`src/rtl/ram_banked_clr.sv`:
```
// Banked word RAM: DEPTH x WIDTH split into BANKS low-bit-interleaved sub-RAMs, with a zero-fill sweep engine.
// Combinational read, synchronous write; the sweep runs after reset and on clear, takes DEPTH cycles, and drops loads.
module ram_banked_clr #(
  parameter int WIDTH     = 16,
  parameter int ADDR_BITS = 6,
  parameter int BANK_BITS = 3
) (
  input  logic                 clock,
  input  logic                 reset_n,
  input  logic [WIDTH-1:0]     in,
  input  logic                 load,
  input  logic [ADDR_BITS-1:0] address,
  input  logic                 clear,
  output logic [WIDTH-1:0]     out,
  output logic                 busy
);

  localparam int DEPTH     = 2 ** ADDR_BITS;
  localparam int BANKS     = 2 ** BANK_BITS;
  localparam int WORD_BITS = ADDR_BITS - BANK_BITS;
  localparam int WPB       = 2 ** WORD_BITS;
  localparam int WIDX_BITS = (WORD_BITS > 0) ? WORD_BITS : 1;

  typedef enum logic {
    S_IDLE  = 1'b0,
    S_CLEAR = 1'b1
  } state_e;

  state_e               state_q, state_d;
  logic [ADDR_BITS-1:0] cnt_q, cnt_d;

  always_ff @(posedge clock or negedge reset_n) begin
    if (!reset_n) begin
      state_q <= S_CLEAR;
      cnt_q   <= '0;
    end else begin
      state_q <= state_d;
      cnt_q   <= cnt_d;
    end
  end

  always_comb begin
    state_d = state_q;
    cnt_d   = cnt_q;
    case (state_q)
      S_CLEAR: begin
        if (cnt_q == ADDR_BITS'(DEPTH - 1)) begin
          state_d = S_IDLE;
          cnt_d   = '0;
        end else begin
          cnt_d = cnt_q + ADDR_BITS'(1);
        end
      end
      S_IDLE: begin
        // A same-edge load still lands; the sweep then overwrites it.
        if (clear) begin
          state_d = S_CLEAR;
          cnt_d   = '0;
        end
      end
      default: begin
        state_d = S_CLEAR;
        cnt_d   = '0;
      end
    endcase
  end

  assign busy = (state_q == S_CLEAR);

  // The sweep owns the write port: counter address, zero data, load ignored.
  logic [ADDR_BITS-1:0] wr_addr;
  logic [WIDTH-1:0]     wr_dat;
  logic                 wr_en;
  logic [BANK_BITS-1:0] wr_bank, rd_bank;
  logic [WIDX_BITS-1:0] wr_word, rd_word;
  logic [BANKS-1:0]     bank_we;

  assign wr_addr = busy ? cnt_q : address;
  assign wr_dat  = busy ? '0 : in;
  assign wr_en   = busy | load;
  assign wr_bank = wr_addr[BANK_BITS-1:0];
  assign rd_bank = address[BANK_BITS-1:0];
  assign bank_we = wr_en ? (BANKS'(1) << wr_bank) : '0;

  if (WORD_BITS > 0) begin : g_word_idx
    assign wr_word = wr_addr[ADDR_BITS-1:BANK_BITS];
    assign rd_word = address[ADDR_BITS-1:BANK_BITS];
  end else begin : g_word_idx_single
    assign wr_word = '0;
    assign rd_word = '0;
  end

  logic [WIDTH-1:0] bank_rd [BANKS];

  for (genvar b = 0; b < BANKS; b++) begin : g_bank
    logic [WIDTH-1:0] mem [WPB];

    always_ff @(posedge clock) begin
      if (bank_we[b]) begin
        mem[wr_word] <= wr_dat;
      end
    end

    assign bank_rd[b] = mem[rd_word];
  end

  assign out = busy ? '0 : bank_rd[rd_bank];

endmodule

```
`config.mk`:
```
export PLATFORM = sky130hd
export DESIGN_NAME = ram_banked_clr
export DESIGN_NICKNAME = d
export VERILOG_FILES = /design/src/rtl/ram_banked_clr.sv
export SDC_FILE = /design/constraint.sdc
export NUM_CORES = 1
export LEC_CHECK = 0
export CAP_MARGIN = 10
export CORE_MARGIN = 2
export CORE_UTILIZATION = 56
export DETAILED_ROUTE_END_ITERATION = 16
export PLACE_DENSITY = 0.82
export SYNTH_ARGS = -nofsm -noshare
export SYNTH_HDL_FRONTEND = slang
export SYNTH_SLANG_ARGS = --single-unit
```
`constraint.sdc`:
```
create_clock -name clock -period 3.35 [get_ports clock]
set_clock_uncertainty 0.1 [all_clocks]
set_input_delay 0.5025 -clock clock [delete_from_list [all_inputs] [get_ports clock]]
set_output_delay 0.5025 -clock clock [all_outputs]
set_load 0.03 [all_outputs]
```
==> impl_metrics.csv, run 1 <==
group,metric,value,unit
yosys,syn_area,39900,µm²
power,p_leak,15.5,nW
floorplan,dieArea,73400,µm²
sta,fin_ws,-52.0,ps
critical_path,crit_type,"flip-flop to output port",
global_routing,antenna_found_initial,4,
yosys,ys_top_cells_by_count,"1024 x edfxtp_1, 260 x mux4_2, 106 x nor2_1",
clock_network,cts_sinks,1031,
clock_network,holdBufCountCts,0,
sta,maxSlewViolCount,0,
clock_network,cts_root_buf,"clkbuf_16",
yosys,syn_area_per_cell,22.0,µm²
run_status,failed_checks,"setup timing",
placed_design,dp_hpwl,61.5,mm
placed_design,gp_congestion,0.942,
clock_network,tritoncts,"done",
clock_network,clock_latency,680,ps
routing,drtPass1Iterations,9,
sta,max_slew_margin,0.419,
routing,via_per_inst,6.91,
routing,drc,0,
global_routing,grt_pass1_wl,156,mm
sta,worstMarginPinSlew,871,ps
power,power.density,619,nW/µm²
sta,max_freq,0.294,GHz
yosys,synth_most_common_cell,"edfxtp_1",
routing,drt-total-wl,109,mm
floorplan,initial_core_util,0.568,
critical_path,endpoint_kind,"output port",
yosys,yosysWarnings,0,
yosys,netlist-cell-type-count,50,
yosys,synth-compound-area-share,0.0269,
run_status,status,"finished with violations",
sta,finalHoldViolCount,0,
global_routing,grt_overflow,0,
yosys,synth_nets,1836,
placed_design,place_ws,-151,ps
global_routing,grt_max_degree,65,
clock_network,clockBufferDepth,3,
layout,area_growth,18.0,%
critical_path,path_cells,"nand2b_2 > a221o_1 > a211oi_1 > a22oi_2 > nand2_1 > buf_4",
critical_path,max_stage_delay,490,ps
floorplan,rows,97,
yosys,seq_area_frac_synth,0.775,
yosys,synthXorXnorAreaFrac,0.000878,
critical_path,cp_top_family,"compound AO/OA/AOI/OAI gates",
clock_network,htreeDepth,3,
critical_path,critical_path_required,2750,ps
critical_path,worstPathArrival,2800,ps
yosys,syn_inst,1809,
yosys,synth_seq_cells,1031,
placed_design,io_buffers,42,
routing,wl_per_cell,35.1,µm
layout,seq_area,30900,µm²
critical_path,path_buf_inv,1,
yosys,yosysTopAreaCellShare,0.771,
critical_path,critPathMaxFanout,17,
critical_path,r2r_slack,350,ps
yosys,netlist.top_cell.by_area,"edfxtp_1",
yosys,synth_mux_area_frac,0.156,
critical_path,critPathLaunchType,"flip-flop",
flow_run,maxCapViolCount,0,
routing,detail-route-antenna-nets,0,
routing,vias,21500,
yosys,synth_edf_count,1024,
yosys,synth-adder-area-share,0.000314,
clock_network,cts_buffers,96,
layout,layout-drive-gt1-share,0.327,
global_routing,first_global_vias,21900,
sta,fin_setup_tns,-99.1,ps
floorplan,core,70300,µm²
floorplan,die_y,271,µm
clock_network,cts.clk_slew.worst_paths,70,ps
sta,fin_crit_sh,1.02,
layout,n_fill_cell,4071,
power,ir_worst_vdd,0.000524,V
global_routing,grt.total_usage,0.301,
hold_path,hold_path_class,"input port to async pin",
layout,nNetsFinal,2124,
critical_path,cpMaxStageDelayCell,"dfstp_2",
critical_path,worstReg2RegEnd,"g_bank[0].mem[7][2]",
critical_path,timing.rr.start,"busy",
yosys,synth_top_family_by_area,"multiplexers",
layout,multiInputGateArea,8700,µm²
sta,rsz0062_at_grt,"true",
yosys,ys_async_sr_fraction,0.00679,
sta,setup_viol,2,
critical_path,r2r_cells,6,
yosys,yosys.area_share.simple,0.0258,
floorplan,chipWidth,271,µm
routing,drt-initial-drc-count,3695,
yosys,yosys-top-cells-area,"edfxtp_1 77%, mux4_2 15%, nor2_1 1.0%",
sta,layout_min_cycle_time,3400,ps
floorplan,io_pins,43,
yosys,synthFlopType,"edfxtp_1",
## worst max-delay path by stage
stage / start / to / cells after the start
after CTS: g_bank[7].mem[4][15] / out[15] / 7
after detailed placement: address[3] / out[2] / 8
after global routing: busy / out[11] / 6
after global placement: address[4] / out[9] / 9
after floorplan: busy / g_bank[0].mem[0][10] / 4
final: busy / out[11] / 6
## layer usage
layer	wire, µm	track usage	vias up	share of wire
met3	13500	0.0704	406	0.12
met4	6630	0.149	4	0.061
met5	27	0.000658	-	0.00025
met1	35300	0.387	11000	0.32
li1	-	-	8221	-
met2	53800	0.488	1940	0.49
## layout by cell type, fill, tap and decap left out, types with 7 or more instances in the layout
cell type	count
a21oi_1	12
nand3_1	10
nand2b_1	9
nor2_1	105
clkbuf_16	102
bufinv_16	14
clkinv_1	19
nor2b_1	18
a211oi_1	15
clkinv_2	17
nor2b_4	16
clkdlybuf4s50_1	20
o41ai_2	8
edfxtp_1	1024
buf_6	7
nand2_1	40
mux4_2	260
buf_4	187
a221oi_1	7
o21ai_0	15
clkbuf_1	23
mux2i_1	33
buf_12	56
o22ai_1	45
## power breakdown
group	switching, mW	internal (mW)	total [mW]
logic	1.78	1.05	2.83
clock network	4.75	6.53	11.3
registers	0.223	14.8	15.1
## sequential cells by signal, indices dropped and copies added (netlist names)
register,count
g_bank.mem,1024
busy,1
cnt_q,6
## cells by family after synthesis
family / Yosys count
compound gates: 155
xor+xnor: 4
fa+ha+maj: 1
buf+inv: 97
flops: 1031
mux: 298
simple gates: 223
## area by class of cell
| type | instances | area share |
|---|---|---|
| diodes | 1 | 0.0000531 |
| clock buffers | 123 | 0.0550 |
| clock inverters | 54 | 0.0131 |
| inverters | 5 | 0.000399 |
| multi-input cells | 681 | 0.185 |
| flip-flops and latches | 1031 | 0.657 |
| well taps | 940 | 0.0250 |
| repair buffers | 282 | 0.0648 |
## through the flow
stage,total power [mW],cells,utilization,hold WS [ps],area [µm²]
3_3_place_gp,17.8,2936,0.619,518,43500
2_1_floorplan,16.7,1809,-,107,39900
6_report,29.2,3117,0.670,78.4,47100
4_1_cts,29.1,3114,0.667,56.0,46900
5_1_grt,29.8,3116,0.670,61.2,47100
3_5_place_dp,18.0,2936,0.619,544,43500
## worst reg2reg max path, stage by stage, from the launching register on
cell and delay [ps]:
dfstp_2 770, buf_4 260, buf_4 450, o22ai_1 210
nand2_1 500, nor2_1 180, buf_4 260
## timing repair
action / CTS / global route
pin swaps: 0 / 2
cloned: 1 / 2
setup buffers: 0 / 0
resized for setup: 23 / 28
setup endpoints to repair: 15 / 14
Power figures use the tool's default switching activity.
==> inputs of run 2 (changes only) <==
==> constraint.sdc (replaced) <==
create_clock -name clock -period 3.35 [get_ports clock]
set_clock_uncertainty 0.1 [all_clocks]
set_input_delay 0.67 -clock clock [delete_from_list [all_inputs] [get_ports clock]]
set_output_delay 0.67 -clock clock [all_outputs]
set_load 0.03 [all_outputs]
==> run 2 against run 1 <==
Net effect: the run still ends with setup timing left; largest cell class unchanged; final cell count up 3.6%; routed wire length grew 13%; first-iteration DRC count up 15%; sequential share of layout area fell by 2.7 points; critical path depth is 3 higher; clock power hardly changed.
==> impl_metrics.csv, run 2 (synthesis results as in run 1) <==
group,metric,value,unit
critical_path,path_buf_inv,5,
power,p_leak,16.3,nW
floorplan,rows,97,
critical_path,cp_top_family,"compound AO/OA/AOI/OAI gates",
run_status,failed_checks,"setup timing",
routing,drc,0,
routing,via_per_inst,7.13,
global_routing,first_global_vias,23200,
placed_design,dp.cells,3002,
floorplan,dieArea,73400,µm²
sta,layout_min_cycle_time,3640,ps
critical_path,path_cells,"buf_16 > buf_16 > buf_12 > buf_6 > mux4_2 > a221oi_2 > o21ai_2 > a22o_1 > buf_6",
clock_network,cts_sinks,1031,
floorplan,die_y,271,µm
floorplan,core,70300,µm²
sta,worstMarginPinSlew,850,ps
global_routing,grt_max_degree,65,
clock_network,clockBufferDepth,3,
power,ir_worst_vdd,0.000594,V
flow_run,maxCapViolCount,0,
clock_network,cts_root_buf,"clkbuf_16",
critical_path,critPathMaxFanout,7,
layout,final_cells,3230,
sta,setup_viol,15,
sta,max_slew_margin,0.433,
layout,fin_util,0.699,
run_status,status,"finished with violations",
routing,detail-route-antenna-nets,0,
layout,largest_reg_flops,1024,
layout,fin_area,49100,µm²
sta,fin_crit_sh,1.09,
sta,finalHoldViolCount,0,
layout,nNetsFinal,2233,
floorplan,chipWidth,271,µm
global_routing,grt_pass1_wl,173,mm
clock_network,holdBufCountCts,0,
floorplan,initial_core_util,0.568,
critical_path,crit_type,"input port to output port",
global_routing,antenna_found_initial,7,
sta,hold_slack,173,ps
critical_path,max_stage_delay,560,ps
critical_path,critPathLaunchType,"input port",
placed_design,dp_hpwl,65.1,mm
clock_network,cts.clk_slew.worst_paths,60,ps
clock_network,cts_buffers,96,
power,power.density,605,nW/µm²
global_routing,grt_overflow,0,
placed_design,place_ws,-726,ps
clock_network,clock_latency,660,ps
layout,layout_commonest_cell,"edfxtp_1",
routing,drt-total-wl,124,mm
floorplan,io_pins,43,
routing,wl_per_cell,38.3,µm
power,total_power,29.7,mW
placed_design,gp_congestion,0.918,
sta,fin_ws,-289,ps
placed_design,placed_cell_area,44500,µm²
layout,largest-register,"g_bank.mem",
critical_path,endpoint_kind,"output port",
placed_design,io_buffers,42,
layout,layout_common_cells,"1024 x edfxtp_1, 260 x mux4_2, 230 x buf_4",
sta,rsz0062_at_grt,"true",
critical_path,critical_path_required,2580,ps
layout,layout-drive-gt1-share,0.391,
sta,maxSlewViolCount,0,
critical_path,cpMaxStageDelayCell,"mux4_2",
clock_network,tritoncts,"done",
routing,vias,23000,
routing,drt-initial-drc-count,4244,
clock_network,htreeDepth,3,
global_routing,grt.total_usage,0.338,
layout,area_growth,23.2,%
sta,fin_setup_tns,-2650,ps
layout,n_fill_cell,3636,
hold_path,hold_path_class,"input port to async pin",
routing,drtPass1Iterations,8,
critical_path,worstPathArrival,2870,ps
sta,max_freq,0.275,GHz
-- run 2: changes by cell type in the layout (fill, tap and decap cells not counted), sizes merged, moves of 2 or more --
cell	change
inv	+2
bufbuf	+2
clkbuf	-8
clkinv	+9
bufinv	-2
buf	+108
-- run 2: power by group --
part	switching, mW	internal [mW]	leakage (nW)
Sequential	0.266	14.8	9.56
Clock	4.88	6.38	1.56
Combinational	2.07	1.30	5.19
-- run 2: routing by layer --
| metal | part of all wire | vias to the layer above | track usage | wire length (µm) |
|---|---|---|---|---|
| met1 | 0.31 | 11600 | 0.422 | 38600 |
| li1 | - | 8463 | - | - |
| met4 | 0.072 | 6 | 0.184 | 8840 |
| met3 | 0.15 | 572 | 0.119 | 18500 |
| met2 | 0.47 | 2435 | 0.523 | 57600 |
| met5 | 0.00036 | - | 0 | 45 |
-- run 2: worst paths after layout --
path                       slack (ps)                    to        from  cells after the start
setup reg to reg                   10  g_bank[1].mem[3][10]        busy                      6
setup / recovery                 -290                out[3]  address[3]                      9
min in group clock                600              cnt_q[5]       clear                      2
hold reg to reg                   620              cnt_q[2]    cnt_q[2]                      1
max in group asynchronous        2680                  busy     reset_n                      1
hold / removal                    170              cnt_q[4]     reset_n                      1
-- run 2: area by class of cell --
type / instances / area [µm²] / area share
Multi-Input combinational cell: 681 / 9220 / 0.188
Timing Repair Buffer: 391 / 4590 / 0.0934
Clock buffer: 116 / 2560 / 0.0522
Tap cell: 940 / 1180 / 0.0239
Sequential cell: 1031 / 30900 / 0.630
Antenna cell: 2 / 5.00 / 0.000102
Clock inverter: 64 / 626 / 0.0127
Inverter: 5 / 18.8 / 0.000382
-- run 2: worst register-to-register path, cell delays in order, from the launching register on --
cell	delay [ps]
dfstp_2	590
buf_12	330
inv_1	270
o21ai_1	610
nand2_1	390
nor2_1	380
buf_4	330
-- run 2: what timing repair did --
item / CTS / global route
cloned: 7 / 2
gates resized for setup: 113 / 89
setup endpoints to repair: 165 / 16
buffers inserted: 22 / 19
pin swaps: 19 / 26
